**src/rtl/jk_bank_driver.sv**
```systemverilog
// jk_bank_driver: excitation-side driver for a bank of WIDTH external JK flip-flops.
// Target words arrive on a valid/ready port and are queued in a DEPTH-entry FIFO.
// For each target the block drives the minimal J/K pattern for one clock.
// The J/K pattern moves the bank from its current value to the target.
// Optional feature macro: JK_BANK_VERIFY_EN.
//   When defined, a CHECK state compares q_fb against the applied target.
//   Any mismatch sets the sticky err output.
//   When undefined, targets chain back to back using the shadow register as base.
module jk_bank_driver #(
  parameter int unsigned WIDTH = 4,
  parameter int unsigned DEPTH = 4
) (
  input  logic             clk,
  input  logic             reset,
  input  logic             cmd_valid,
  input  logic [WIDTH-1:0] cmd_data,
  output logic             cmd_ready,
  input  logic [WIDTH-1:0] q_fb,
  output logic [WIDTH-1:0] j,
  output logic [WIDTH-1:0] k,
  output logic             busy,
  output logic             done
`ifdef JK_BANK_VERIFY_EN
  ,
  output logic             err
`endif
);

  localparam int unsigned AW = $clog2(DEPTH);

`ifdef JK_BANK_VERIFY_EN
  typedef enum logic [1:0] {StIdle, StDrive, StCheck} state_e;
`else
  typedef enum logic [0:0] {StIdle, StDrive} state_e;
`endif

  // ---------------------------------------------------------------------------
  // Command FIFO: pointers carry an extra wrap bit so full and empty are distinct.
  // ---------------------------------------------------------------------------
  logic [WIDTH-1:0] mem_q [DEPTH];
  logic [AW:0]      wr_ptr_q, wr_ptr_d;
  logic [AW:0]      rd_ptr_q, rd_ptr_d;
  logic             full, empty;
  logic             push, pop;
  logic [WIDTH-1:0] head;

  assign empty     = (wr_ptr_q == rd_ptr_q);
  assign full      = (wr_ptr_q[AW] != rd_ptr_q[AW]) &&
                     (wr_ptr_q[AW-1:0] == rd_ptr_q[AW-1:0]);
  assign cmd_ready = !full;
  // A pop in the same cycle does not open a slot for a push while full.
  assign push      = cmd_valid && !full;
  assign head      = mem_q[rd_ptr_q[AW-1:0]];

  // Pointer next-state: advance on accepted push / FSM pop.
  always_comb begin
    wr_ptr_d = wr_ptr_q;
    rd_ptr_d = rd_ptr_q;
    if (push) begin
      wr_ptr_d = wr_ptr_q + (AW+1)'(1);
    end
    if (pop) begin
      rd_ptr_d = rd_ptr_q + (AW+1)'(1);
    end
  end

  // Pointer registers; a reset discards every queued target.
  always_ff @(posedge clk) begin
    if (!reset) begin
      wr_ptr_q <= '0;
      rd_ptr_q <= '0;
    end else begin
      wr_ptr_q <= wr_ptr_d;
      rd_ptr_q <= rd_ptr_d;
    end
  end

  // FIFO storage; contents need no reset because the pointers gate visibility.
  always_ff @(posedge clk) begin
    if (push) begin
      mem_q[wr_ptr_q[AW-1:0]] <= cmd_data;
    end
  end

  // ---------------------------------------------------------------------------
  // Sequencer
  // ---------------------------------------------------------------------------
  state_e           state_q;
  logic [WIDTH-1:0] j_q, k_q;
  logic [WIDTH-1:0] shadow_q;
  logic             done_q;
  logic [WIDTH-1:0] base;
  logic [WIDTH-1:0] j_load, k_load;
`ifdef JK_BANK_VERIFY_EN
  logic             err_q;
`endif

  // Decide whether the head target is loaded at this edge.
  always_comb begin
    pop = 1'b0;
    case (state_q)
      StIdle:  pop = !empty;
`ifdef JK_BANK_VERIFY_EN
      StDrive: pop = 1'b0;
      StCheck: pop = !empty;
`else
      StDrive: pop = !empty;
`endif
      default: pop = 1'b0;
    endcase
  end

  // Base value: q_fb is settled except when chaining straight out of DRIVE.
  always_comb begin
    base = q_fb;
`ifndef JK_BANK_VERIFY_EN
    if (state_q == StDrive) begin
      base = shadow_q;
    end
`endif
  end

  // Minimal excitation: set bits that must rise, reset bits that must fall, hold the rest.
  assign j_load = head & ~base;
  assign k_load = ~head & base;

  // FSM with registered J/K, done and err; J/K default to hold (0) every cycle.
  always_ff @(posedge clk) begin
    if (!reset) begin
      state_q  <= StIdle;
      j_q      <= '0;
      k_q      <= '0;
      shadow_q <= '0;
      done_q   <= 1'b0;
`ifdef JK_BANK_VERIFY_EN
      err_q    <= 1'b0;
`endif
    end else begin
      j_q    <= '0;
      k_q    <= '0;
      done_q <= 1'b0;
      case (state_q)
        StIdle: begin
          state_q <= StIdle;
        end
`ifdef JK_BANK_VERIFY_EN
        StDrive: begin
          state_q <= StCheck;
        end
        StCheck: begin
          done_q  <= 1'b1;
          state_q <= StIdle;
          if (q_fb != shadow_q) begin
            err_q <= 1'b1;
          end
        end
`else
        StDrive: begin
          done_q  <= 1'b1;
          state_q <= StIdle;
        end
`endif
        default: begin
          state_q <= StIdle;
        end
      endcase
      // Loading the next target overrides the fall-back to IDLE.
      if (pop) begin
        j_q      <= j_load;
        k_q      <= k_load;
        shadow_q <= head;
        state_q  <= StDrive;
      end
    end
  end

  assign j    = j_q;
  assign k    = k_q;
  assign done = done_q;
  assign busy = !empty || (state_q != StIdle);
`ifdef JK_BANK_VERIFY_EN
  assign err  = err_q;
`endif

endmodule

```
**config.mk**
```make
export PLATFORM = sky130hd
export DESIGN_NAME = jk_bank_driver
export DESIGN_NICKNAME = d
export VERILOG_FILES = /design/src/rtl/jk_bank_driver.sv
export SDC_FILE = /design/constraint.sdc
export NUM_CORES = 1
export LEC_CHECK = 0
export ABC_AREA = 1
export CELL_PAD_IN_SITES_DETAIL_PLACEMENT = 1
export CELL_PAD_IN_SITES_GLOBAL_PLACEMENT = 2
export CORE_UTILIZATION = 30
export DETAILED_ROUTE_END_ITERATION = 6
export PLACE_DENSITY_LB_ADDON = 0.1
export REMOVE_ABC_BUFFERS = 1
export SYNTH_ARGS = -nofsm -noshare
export SYNTH_HDL_FRONTEND = slang
export SYNTH_SLANG_ARGS = --single-unit
```
**constraint.sdc**
```tcl
create_clock -name clk -period 1.7 [get_ports clk]
set_input_delay 0.17 -clock clk [delete_from_list [all_inputs] [get_ports clk]]
set_output_delay 0.17 -clock clk [all_outputs]
set_load 0.1 [all_outputs]
```
# Word-level counts from Yosys, hierarchy flattened
# Memory sizes are Yosys's and may differ from the RTL's. A register that Yosys moved wholly into a read port is not among the register bits.
# Index checks and enable logic that the tools add are counted.
# totals
regBits	20
ramBits	16
inputBits	11
output_inout_bits	11
wordCells	31
mem_count	1
# classes
n_addsub	2
eq_ne	3
muxes	7
n_bitwise	5
reduce_logical	6
# mem_list
name	depth	width	read_ports	rd_clocked_by_memory_dff	write_ports	line	rtl
mem_q	4	4	1	1	1	40	logic [WIDTH-1:0] mem_q [DEPTH];
# op_table
op	n
AND 4 bit	2
NOT 4 bit	2
adder 3 x 1 -> 3 bit (second input constant)	2
2-to-1 mux 1 bit	4
2-to-1 mux 2 bit	2
2-to-1 mux 4 bit	1
== test 3 bit	1
== test 2 bit	1
logical AND 1 bit	2
zero test 1 bit	2
OR reduction 2 bit	1
logical OR 1 bit	1
!= test 1 bit	1
NOT 1 bit	1

# Logic depth before layout (Yosys ltp)
# Gate-level depths: netlist of the first run.
# logic_depth
word_depth	6
ltp_mapped	8

# Worst setup path before layout of the first run
# No wires, ideal clock.
# synth_path
path_kind	register to register
from	register wr_ptr_q[0]
to	memory mem_q[0][0], enable pin
setup_ns	0.329
t_arrival_ns	1.295
required_ns	1.371
setup_slack_ns	0.076
path_stages_with_launch	7
path_buffers	0
path_cell_list	dfxtp_1 -> inv_2 -> nand2_2 -> nand2_4 -> nand3_4 -> nand2_1 -> nor2_1
# synth_via
elab_chain_len	6
# synth_lines
item	line	rtl
from (decl)	41	logic [AW:0] wr_ptr_q, wr_ptr_d;
from (signal assigned)	73	wr_ptr_q <= wr_ptr_d;
== test 2 bit	49	(wr_ptr_q[AW-1:0] == rd_ptr_q[AW-1:0]);
logical AND 1 bit	48	assign full = (wr_ptr_q[AW] != rd_ptr_q[AW]) &&
zero test 1 bit	-	
via cmd_ready	17	output logic cmd_ready,
logical AND 1 bit	52	assign push = cmd_valid && !full;
2-to-1 mux 1 bit	80	if (push) begin
2-to-1 mux 1 bit (implied by the code)	81	mem_q[wr_ptr_q[AW-1:0]] <= cmd_data;
to (decl)	40	
# The timed path passes the listed nets, and every way through them passes these cells.

# Worst setup path after layout of the first run
# layout_path
from	register wr_ptr_q[0]
to	output busy
# layout_via
elab_chain_len	3
# layout_lines
item	line	rtl
== test 3 bit	47	assign empty = (wr_ptr_q == rd_ptr_q);
zero test 1 bit	180	assign busy = !empty || (state_q != StIdle);
logical OR 1 bit	180	
to (decl)	21	output logic busy,
# Every way passes these cells.

==> impl_metrics.env, run 1 <==
export IMPL_status="completed"
export IMPL_crit_path_end_kind="primary output"
export IMPL_grt_ovfl_total=0
export IMPL_final_cell_mix="nand2_1, inv_1, dfxtp_1"
export IMPL_core_area_um2=5200
export IMPL_hold_viol=0
export IMPL_row_count=26
export IMPL_drtIter0Drc=41
export IMPL_ir_drop_v=0.000708
export IMPL_ys_warn_count=0
export IMPL_max_cap_violations=0
export IMPL_fmax_ghz=0.630
export IMPL_worstSkewPairLatency_ns=0.28
export IMPL_ys_seq_elements=38
export IMPL_crit_arrival_ns=1.42
export IMPL_finalSetupViolations=0
export IMPL_area_growth_pct=27.4
export IMPL_postSynthCellCount=178
export IMPL_wire_per_inst_um=13.3
export IMPL_diodes=0
export IMPL_grt_max_degree=14
export IMPL_initial_utilization_pct=31.7
export IMPL_min_period_over_period_pct=93.4
export IMPL_grt_usage_pct=14.5
export IMPL_cts_root_buf="clkbuf_8"
export IMPL_synth_cell_type_count=23
export IMPL_antenna_found_initial=0
export IMPL_die_area_um2=5800
export IMPL_hold_ws_ns=0.465
export IMPL_period_needed_ns=1.59
export IMPL_drive_gt1_share_pct=21.6
export IMPL_synth_area_per_cell_um2=9.27
export IMPL_tightest_slew_ns=0.392
export IMPL_ios=22
export IMPL_post_dp_hpwl_um=2830
export IMPL_leakage_nw=0.930
export IMPL_cts_tree="built"
export IMPL_max_slew_margin_rel_pct=73.8
export IMPL_setup_tns_final_ns=0
export IMPL_clkTransAtPathRegs_ns=0.08
export IMPL_worstSetupStartpointType="flop"
export IMPL_layout_commonest_cell="nand2_1"
export IMPL_cellPowerDensity_nw_per_um2=1760
export IMPL_die_y_um=76.2
export IMPL_fillers=618
export IMPL_portBuffers=21
export IMPL_cts_hold_buf=0
export IMPL_cts_path_max_buffers=2
export IMPL_grt_pass1_vias=1293
export IMPL_cts_sinks=38
export IMPL_syn_area_um2=1650
export IMPL_slew_violations=0
export IMPL_first_pass_iters=3
export IMPL_htreeDepth=2
export IMPL_yosysSeqAreaShare_pct=55.8
export IMPL_fin_skew_ns=0.00235
export IMPL_min_path_type="flop to flop"
export IMPL_cts_buffers=5
export IMPL_fin_nets=223
export IMPL_drt_wl_total_um=3710
export IMPL_worst_setup_path_type="flop to primary output"
export IMPL_path_max_fanout=6
export IMPL_gp_congestion=0.746
export IMPL_avgViaCountPerCell=4.33
export IMPL_required_ns=1.53
export IMPL_postRouteAntennaNets=0
export IMPL_grt_first_pass_wirelength_um=6530
export IMPL_die_x_um=76.2
export IMPL_drc=0
export IMPL_vias=1205
export IMPL_rsz0062_at_grt="false"
flip-flops by register name, indices dropped and copies added, names as in the netlist, named ones only:
name      flops
mem_q        16
state_q       1
shadow_q      4
wr_ptr_q      3
rd_ptr_q      3
j             4
k             4
done          1
routing by layer:
| metal | vias up | global-route usage [%] | routed length [µm] |
|---|---|---|---|
| met2 | 19 | 23.2 | 1780 |
| met1 | 564 | 18.8 | 1750 |
| met5 | - | 0 | 0 |
| li1 | 616 | - | - |
| met3 | 6 | 4.19 | 135 |
| met4 | 0 | 4.62 | 46 |
layout make-up:
cell class,instances,area [µm²],share of cell area (%)
clock buffer,5,68.8,3.27
clock inverter,3,68.8,3.27
inverter,26,100,4.76
multi-input combinational,111,612,29.1
sequential,38,927,44.1
tap,70,87.6,4.17
timing repair buffer,25,238,11.3
metrics by stage:
step                      cell area (µm²)  util, %  power [W]  cells  setup slack (ns)
after floorplan                      1630        -    0.00236    175            0.0758
after global placement               1950     37.5    0.00274    269             0.170
after detailed placement             1950     37.5    0.00277    269            0.0782
after CTS                            2100     40.4    0.00374    278            0.0919
after global routing                 2100     40.4    0.00392    278           0.00599
final                                2100     40.4    0.00369    278             0.112
cell usage after synthesis, drive strengths merged:
master | number | area (µm²)
nor3 | 4 | 20.0
o21ai | 5 | 32.5
buf | 3 | 17.5
mux2 | 1 | 11.3
nand2 | 56 | 248
nand3 | 13 | 90.1
dfxtp | 22 | 440
inv | 26 | 100
or2 | 1 | 6.26
edfxtp | 16 | 480
ha | 5 | 62.6
nor2 | 14 | 71.3
a21oi | 10 | 50.1
mux2i | 2 | 20.0
kinds of logic after synthesis:
group	synth area share, %
and+or+nand+nor	26.4
DFF	55.8
buffers and inverters	7.13
AOI/OAI and AO/OA	5.00
adders and majority gates	3.79
muxes	1.90
worst max-delay path, cell delays in order, from the launching register on:
cell	delay [ns]
dfxtp_2	0.40
nand2_1	0.10
nand2_4	0.12
nand3_4	0.08
or2_1	0.25
buf_12	0.18
path summary, 6_finish.rpt:
kind,start,to,slack [ns],depth (start not counted)
max,wr_ptr_q[0]$_SDFFE_PN0P_,busy,0.11,5
min,shadow_q[0]$_SDFFE_PN0P_,shadow_q[0]$_SDFFE_PN0P_,0.47,2
max reg2reg,wr_ptr_q[2]$_SDFFE_PN0P_,mem_q[2][2]$_DFFE_PP_,0.13,6
min reg2reg,shadow_q[0]$_SDFFE_PN0P_,shadow_q[0]$_SDFFE_PN0P_,0.47,2
what timing repair did:
action	in CTS	in global routing
buffers inserted	1	0
gates resized for setup	5	0
setup endpoints to repair	1	0
where the power goes:
group / leakage, nW / total, W / internal (W) / switching [W]
Sequential: 0.329 / 0.00125 / 0.00113 / 0.000121
Clock: 0.0683 / 0.000919 / 0.000588 / 0.000331
Combinational: 0.532 / 0.00152 / 0.000442 / 0.00108
(Power assumes the default switching activity.)
==> inputs of run 2 (changes only) <==
==> constraint.sdc (replaced) <==
create_clock -name clk -period 1.7 [get_ports clk]
set_input_delay 0.17 -clock clk [delete_from_list [all_inputs] [get_ports clk]]
set_output_delay 0.17 -clock clk [all_outputs]
set_load 0.02 [all_outputs]
==> impl_metrics.env, run 2 (same netlist as run 1, synthesis figures left out) <==
export IMPL_status="completed"
export IMPL_slew_violations=0
export IMPL_ios=22
export IMPL_path_max_fanout=5
export IMPL_clkTransAtPathRegs_ns=0.08
export IMPL_rsz0062_at_grt="false"
export IMPL_die_x_um=76.2
export IMPL_grt_pass1_vias=1236
export IMPL_die_area_um2=5800
export IMPL_grt_ovfl_total=0
export IMPL_period_needed_ns=1.54
export IMPL_pre_cts_ws_ns=0.0500
export IMPL_vias=1208
export IMPL_core_area_um2=5200
export IMPL_first_pass_iters=4
export IMPL_min_path_type="flop to flop"
export IMPL_worst_setup_path_type="flop to primary output"
export IMPL_drtIter0Drc=40
export IMPL_crit_start="rd_ptr_q[2]$_SDFFE_PN0P_"
export IMPL_placed_cell_area_um2=2000
export IMPL_cts_path_max_buffers=2
export IMPL_cts_hold_buf=0
export IMPL_leakage_nw=0.898
export IMPL_path_cells="inv_1, nand2_1, nand2_2, nand3_4, dlygate4sd2_1"
export IMPL_stdcell_count=283
export IMPL_cp_slowest_stage_delay_ns=0.37
export IMPL_ir_drop_v=0.000470
export IMPL_final_cell_area_um2=2090
export IMPL_cts_tree="built"
export IMPL_diodes=0
export IMPL_gp_congestion=0.720
export IMPL_max_slew_margin_rel_pct=82.0
export IMPL_path_buf_inv=2
export IMPL_dp_cells=275
export IMPL_required_ns=1.53
export IMPL_worstSetupStartpointType="flop"
export IMPL_drt_wl_total_um=3540
export IMPL_drc=0
export IMPL_worstSkewPairLatency_ns=0.29
export IMPL_tightest_slew_ns=0.262
export IMPL_critPathSlowestCell="dfxtp_2"
export IMPL_cts_buffers=5
export IMPL_layout_commonest_cell="nand2_1"
export IMPL_post_cts_buffers=0
export IMPL_hold_viol=0
export IMPL_min_period_over_period_pct=90.7
export IMPL_setup_ws_ns=0.158
export IMPL_row_count=26
export IMPL_post_dp_hpwl_um=2800
export IMPL_drive_gt1_share_pct=18.3
export IMPL_cellPowerDensity_nw_per_um2=1420
export IMPL_grt_first_pass_wirelength_um=5870
export IMPL_crit_path_end_kind="primary output"
export IMPL_cpLargestDelayFamily="buffers and inverters"
export IMPL_grt_max_degree=13
export IMPL_min_from="shadow_q[3]$_SDFFE_PN0P_"
export IMPL_fin_nets=228
export IMPL_grt_usage_pct=13.3
export IMPL_portBuffers=21
export IMPL_finalSetupViolations=0
export IMPL_max_cap_violations=0
export IMPL_avgViaCountPerCell=4.27
export IMPL_crit_arrival_ns=1.37
export IMPL_antenna_found_initial=0
export IMPL_final_cell_mix="nand2_1, inv_1, clkdlybuf4s50_1"
export IMPL_fillers=615
export IMPL_cts_sinks=38
export IMPL_postRouteAntennaNets=0
export IMPL_r2r_start="rd_ptr_q[2]$_SDFFE_PN0P_"
export IMPL_setup_tns_final_ns=0
export IMPL_cts_root_buf="clkbuf_8"
export IMPL_initial_utilization_pct=31.7
export IMPL_wire_per_inst_um=12.5
export IMPL_hold_ws_ns=0.472
export IMPL_fin_skew_ns=0.00618
export IMPL_die_y_um=76.2
export IMPL_largest_reg_flops=16
export IMPL_htreeDepth=2
export IMPL_fmax_ghz=0.649
export IMPL_area_growth_pct=26.4
-- run 2: cell count changes in the layout (fill, tap and decap cells not counted), moves of 2 or more --
cell,before,now
buf_12,2,0
buf_4,13,9
bufinv_16,2,0
clkdlybuf4s50_1,10,19
-- run 2: worst register-to-register path: cells and delay by family, from the launching register on --
family,cells,cell delay [ns]
buf+inv,2,0.21
flops,1,0.37
simple gates,5,0.51
-- run 2: power by group --
part | leakage [nW] | switching (W) | internal (W)
Combinational | 0.527 | 0.000684 | 0.000434
Sequential | 0.330 | 0.000100 | 0.00113
Clock | 0.0416 | 0.000323 | 0.000281
-- run 2: cell type report --
class	instances	area [µm²]	share of cell area, %
clock buffers	5	68.8	3.30
clock inverters	3	16.3	0.780
inverters	26	100	4.80
multi-input cells	111	612	29.3
flip-flops and latches	38	930	44.6
well taps	70	87.6	4.20
repair buffers	30	272	13.0
-- run 2: stage by stage --
step                total power (W)  util [%]
CTS                         0.00300      40.0
floorplan                   0.00197         -
global placement            0.00235      38.4
detailed placement          0.00239      38.4
global route                0.00317      40.1
finish                      0.00296      40.1
-- run 2: repair_timing --
item	CTS	global route
gates cloned	0	0
endpoints found under the setup margin	2	2
pin swaps	0	0
gates resized for setup	4	6
-- run 2: worst paths after layout --
| kind | to | slack, ns | depth (start not counted) |
|---|---|---|---|
| setup reg to reg | mem_q[1][1]$_DFFE_PP_ | 0.32 | 7 |
| hold reg to reg | shadow_q[3]$_SDFFE_PN0P_ | 0.47 | 2 |
| hold / removal | shadow_q[3]$_SDFFE_PN0P_ | 0.47 | 2 |
| setup / recovery | cmd_ready | 0.16 | 5 |
-- run 2: routing by layer --
layer	global-route usage [%]	part of all wire, %
met4	5.77	1.8
met2	20.9	47
met3	4.43	4.2
met1	16.6	47
met5	0	0
==> inputs of run 3 (changes only) <==
CELL_PAD_IN_SITES_DETAIL_PLACEMENT = unset   (was 1)
CELL_PAD_IN_SITES_GLOBAL_PLACEMENT = unset   (was 2)
CORE_MARGIN = 4   (was unset)
CORE_UTILIZATION = 40   (was 30)
PLACE_DENSITY_LB_ADDON = unset   (was 0.1)
==> impl_metrics.env, run 3 (same netlist as run 1, synthesis figures left out) <==
export IMPL_period_needed_ns=1.59
export IMPL_row_count=23
export IMPL_postRouteAntennaNets=0
export IMPL_worstSkewPairLatency_ns=0.28
export IMPL_drive_gt1_share_pct=16.3
export IMPL_grt_max_degree=13
export IMPL_drc=0
export IMPL_seqPwrFrac_pct=42.7
export IMPL_vias=1201
export IMPL_worstSetupStartpointType="flop"
export IMPL_wire_per_inst_um=11.8
export IMPL_core_area_um2=4000
export IMPL_drtIter0Drc=49
export IMPL_stdcell_count=259
export IMPL_netSwitchingPower_w=0.00107
export IMPL_die_y_um=72.2
export IMPL_fillers=369
export IMPL_die_area_um2=5220
export IMPL_slew_violations=0
export IMPL_path_buf_inv=2
export IMPL_min_period_over_period_pct=93.4
export IMPL_p_int_w=0.00183
export IMPL_largest_reg_flops=16
export IMPL_portBuffers=21
export IMPL_critPathSlowestCell="dfxtp_1"
export IMPL_setup_tns_final_ns=0
export IMPL_cp_slowest_stage_delay_ns=0.41
export IMPL_path_cells="inv_1, nand2_1, nand2_2, nand3_4, clkdlybuf4s15_1"
export IMPL_cts_tree="built"
export IMPL_first_pass_iters=4
export IMPL_crit_arrival_ns=1.42
export IMPL_power_frac_clock_pct=20.4
export IMPL_dp_cells=251
export IMPL_crit_path_end_kind="primary output"
export IMPL_ir_drop_v=0.000581
export IMPL_netSwitchingFraction_pct=37.0
export IMPL_leakage_nw=0.878
export IMPL_status="completed"
export IMPL_grt_pass1_vias=1159
export IMPL_post_cts_buffers=0
export IMPL_cpLargestDelayFamily="flip-flops"
export IMPL_cellPowerDensity_nw_per_um2=1430
export IMPL_diodes=0
export IMPL_antenna_found_initial=0
export IMPL_initial_utilization_pct=41.3
export IMPL_grt_ovfl_total=0
export IMPL_drt_wl_total_um=3050
export IMPL_grt_usage_pct=12.6
export IMPL_tightest_slew_ns=0.292
export IMPL_worst_setup_path_type="flop to primary output"
export IMPL_cts_buffers=5
export IMPL_area_growth_pct=23.0
export IMPL_cts_root_buf="clkbuf_8"
export IMPL_required_ns=1.53
export IMPL_max_cap_violations=0
export IMPL_r2r_slack_ns=0.20
export IMPL_htreeDepth=2
export IMPL_fmax_ghz=0.630
export IMPL_die_x_um=72.2
export IMPL_grt_first_pass_wirelength_um=5040
export IMPL_rsz0062_at_grt="false"
export IMPL_fin_nets=224
export IMPL_fin_skew_ns=0.00908
export IMPL_path_max_fanout=9
export IMPL_hold_viol=0
export IMPL_pwr_share_comb_pct=36.9
export IMPL_ios=22
export IMPL_finalSetupViolations=0
export IMPL_cts_sinks=38
export IMPL_gp_congestion=0.833
export IMPL_post_dp_hpwl_um=2330
export IMPL_avgViaCountPerCell=4.64
export IMPL_final_core_util_pct=50.8
export IMPL_cts_path_max_buffers=2
export IMPL_layout_commonest_cell="nand2_1"
export IMPL_clkTransAtPathRegs_ns=0.07
export IMPL_final_cell_mix="nand2_1, inv_1, dfxtp_1"
export IMPL_max_slew_margin_rel_pct=80.5
export IMPL_min_path_type="flop to flop"
-- run 3: cell count changes in the layout (fill, tap and decap cells not counted) --
cell,previous run,this run
buf_4,9,5
clkdlybuf4s15_1,0,1
dfxtp_1,17,20
nor2_2,1,3
dlygate4sd2_1,1,0
nor2_1,12,10
dfxtp_2,4,2
dfxtp_4,1,0
-- run 3: layer usage --
layer	part of all wire [%]	up-vias	track usage, %
met1	44	554	15.2
met2	51	20	21.4
met3	3.8	4	2.91
met5	0	-	0
met4	0.85	0	5.43
li1	-	623	-
-- run 3: area by class of cell --
class | instances | area (µm²) | area share (%)
timing repair buffer | 26 | 243 | 12.0
clock buffer | 5 | 68.8 | 3.39
inverter | 26 | 100 | 4.93
sequential | 38 | 923 | 45.5
clock inverter | 3 | 16.3 | 0.801
tap | 50 | 62.6 | 3.08
multi-input combinational | 111 | 617 | 30.4
-- run 3: per-stage QoR --
stage	total power, W	setup WS (ns)	cell area [µm²]	hold WS, ns
after floorplan	0.00197	0.294	1630	0.268
after global placement	0.00232	0.107	1940	0.446
after detailed placement	0.00235	0.0955	1940	0.458
after CTS	0.00293	0.0250	2030	0.470
after global routing	0.00311	0.0257	2030	0.488
final	0.00290	0.112	2030	0.469
-- run 3: path summary, 6_finish.rpt --
check,startpoint,endpoint,cells after the start
setup / recovery,rd_ptr_q[2]$_SDFFE_PN0P_,cmd_ready,5
hold reg to reg,shadow_q[0]$_SDFFE_PN0P_,shadow_q[0]$_SDFFE_PN0P_,2
setup reg to reg,rd_ptr_q[2]$_SDFFE_PN0P_,mem_q[2][3]$_DFFE_PP_,6
hold / removal,shadow_q[0]$_SDFFE_PN0P_,shadow_q[0]$_SDFFE_PN0P_,2
-- run 3: power groups by stage --
stage	clock network, W	registers, W	logic (W)
detailed placement	0	0.00126	0.00109
global route	0.000649	0.00126	0.00120
floorplan	0	0.00131	0.000665
global placement	0	0.00125	0.00107
finish	0.000590	0.00124	0.00107
CTS	0.000603	0.00124	0.00109
-- run 3: repair_timing --
| item | CTS | global route |
|---|---|---|
| endpoints found under the hold margin | 0 | 0 |
| resized for setup | 3 | 6 |
| pin swaps | 0 | 0 |
| setup endpoints to repair | 2 | 4 |
| hold buffers | 0 | 0 |
-- run 3: tightest hold or removal path, stage by stage, from the launching register on --
cell and delay [ns]:
dfxtp_1 0.32, nand2_1 0.06, a21oi_1 0.05
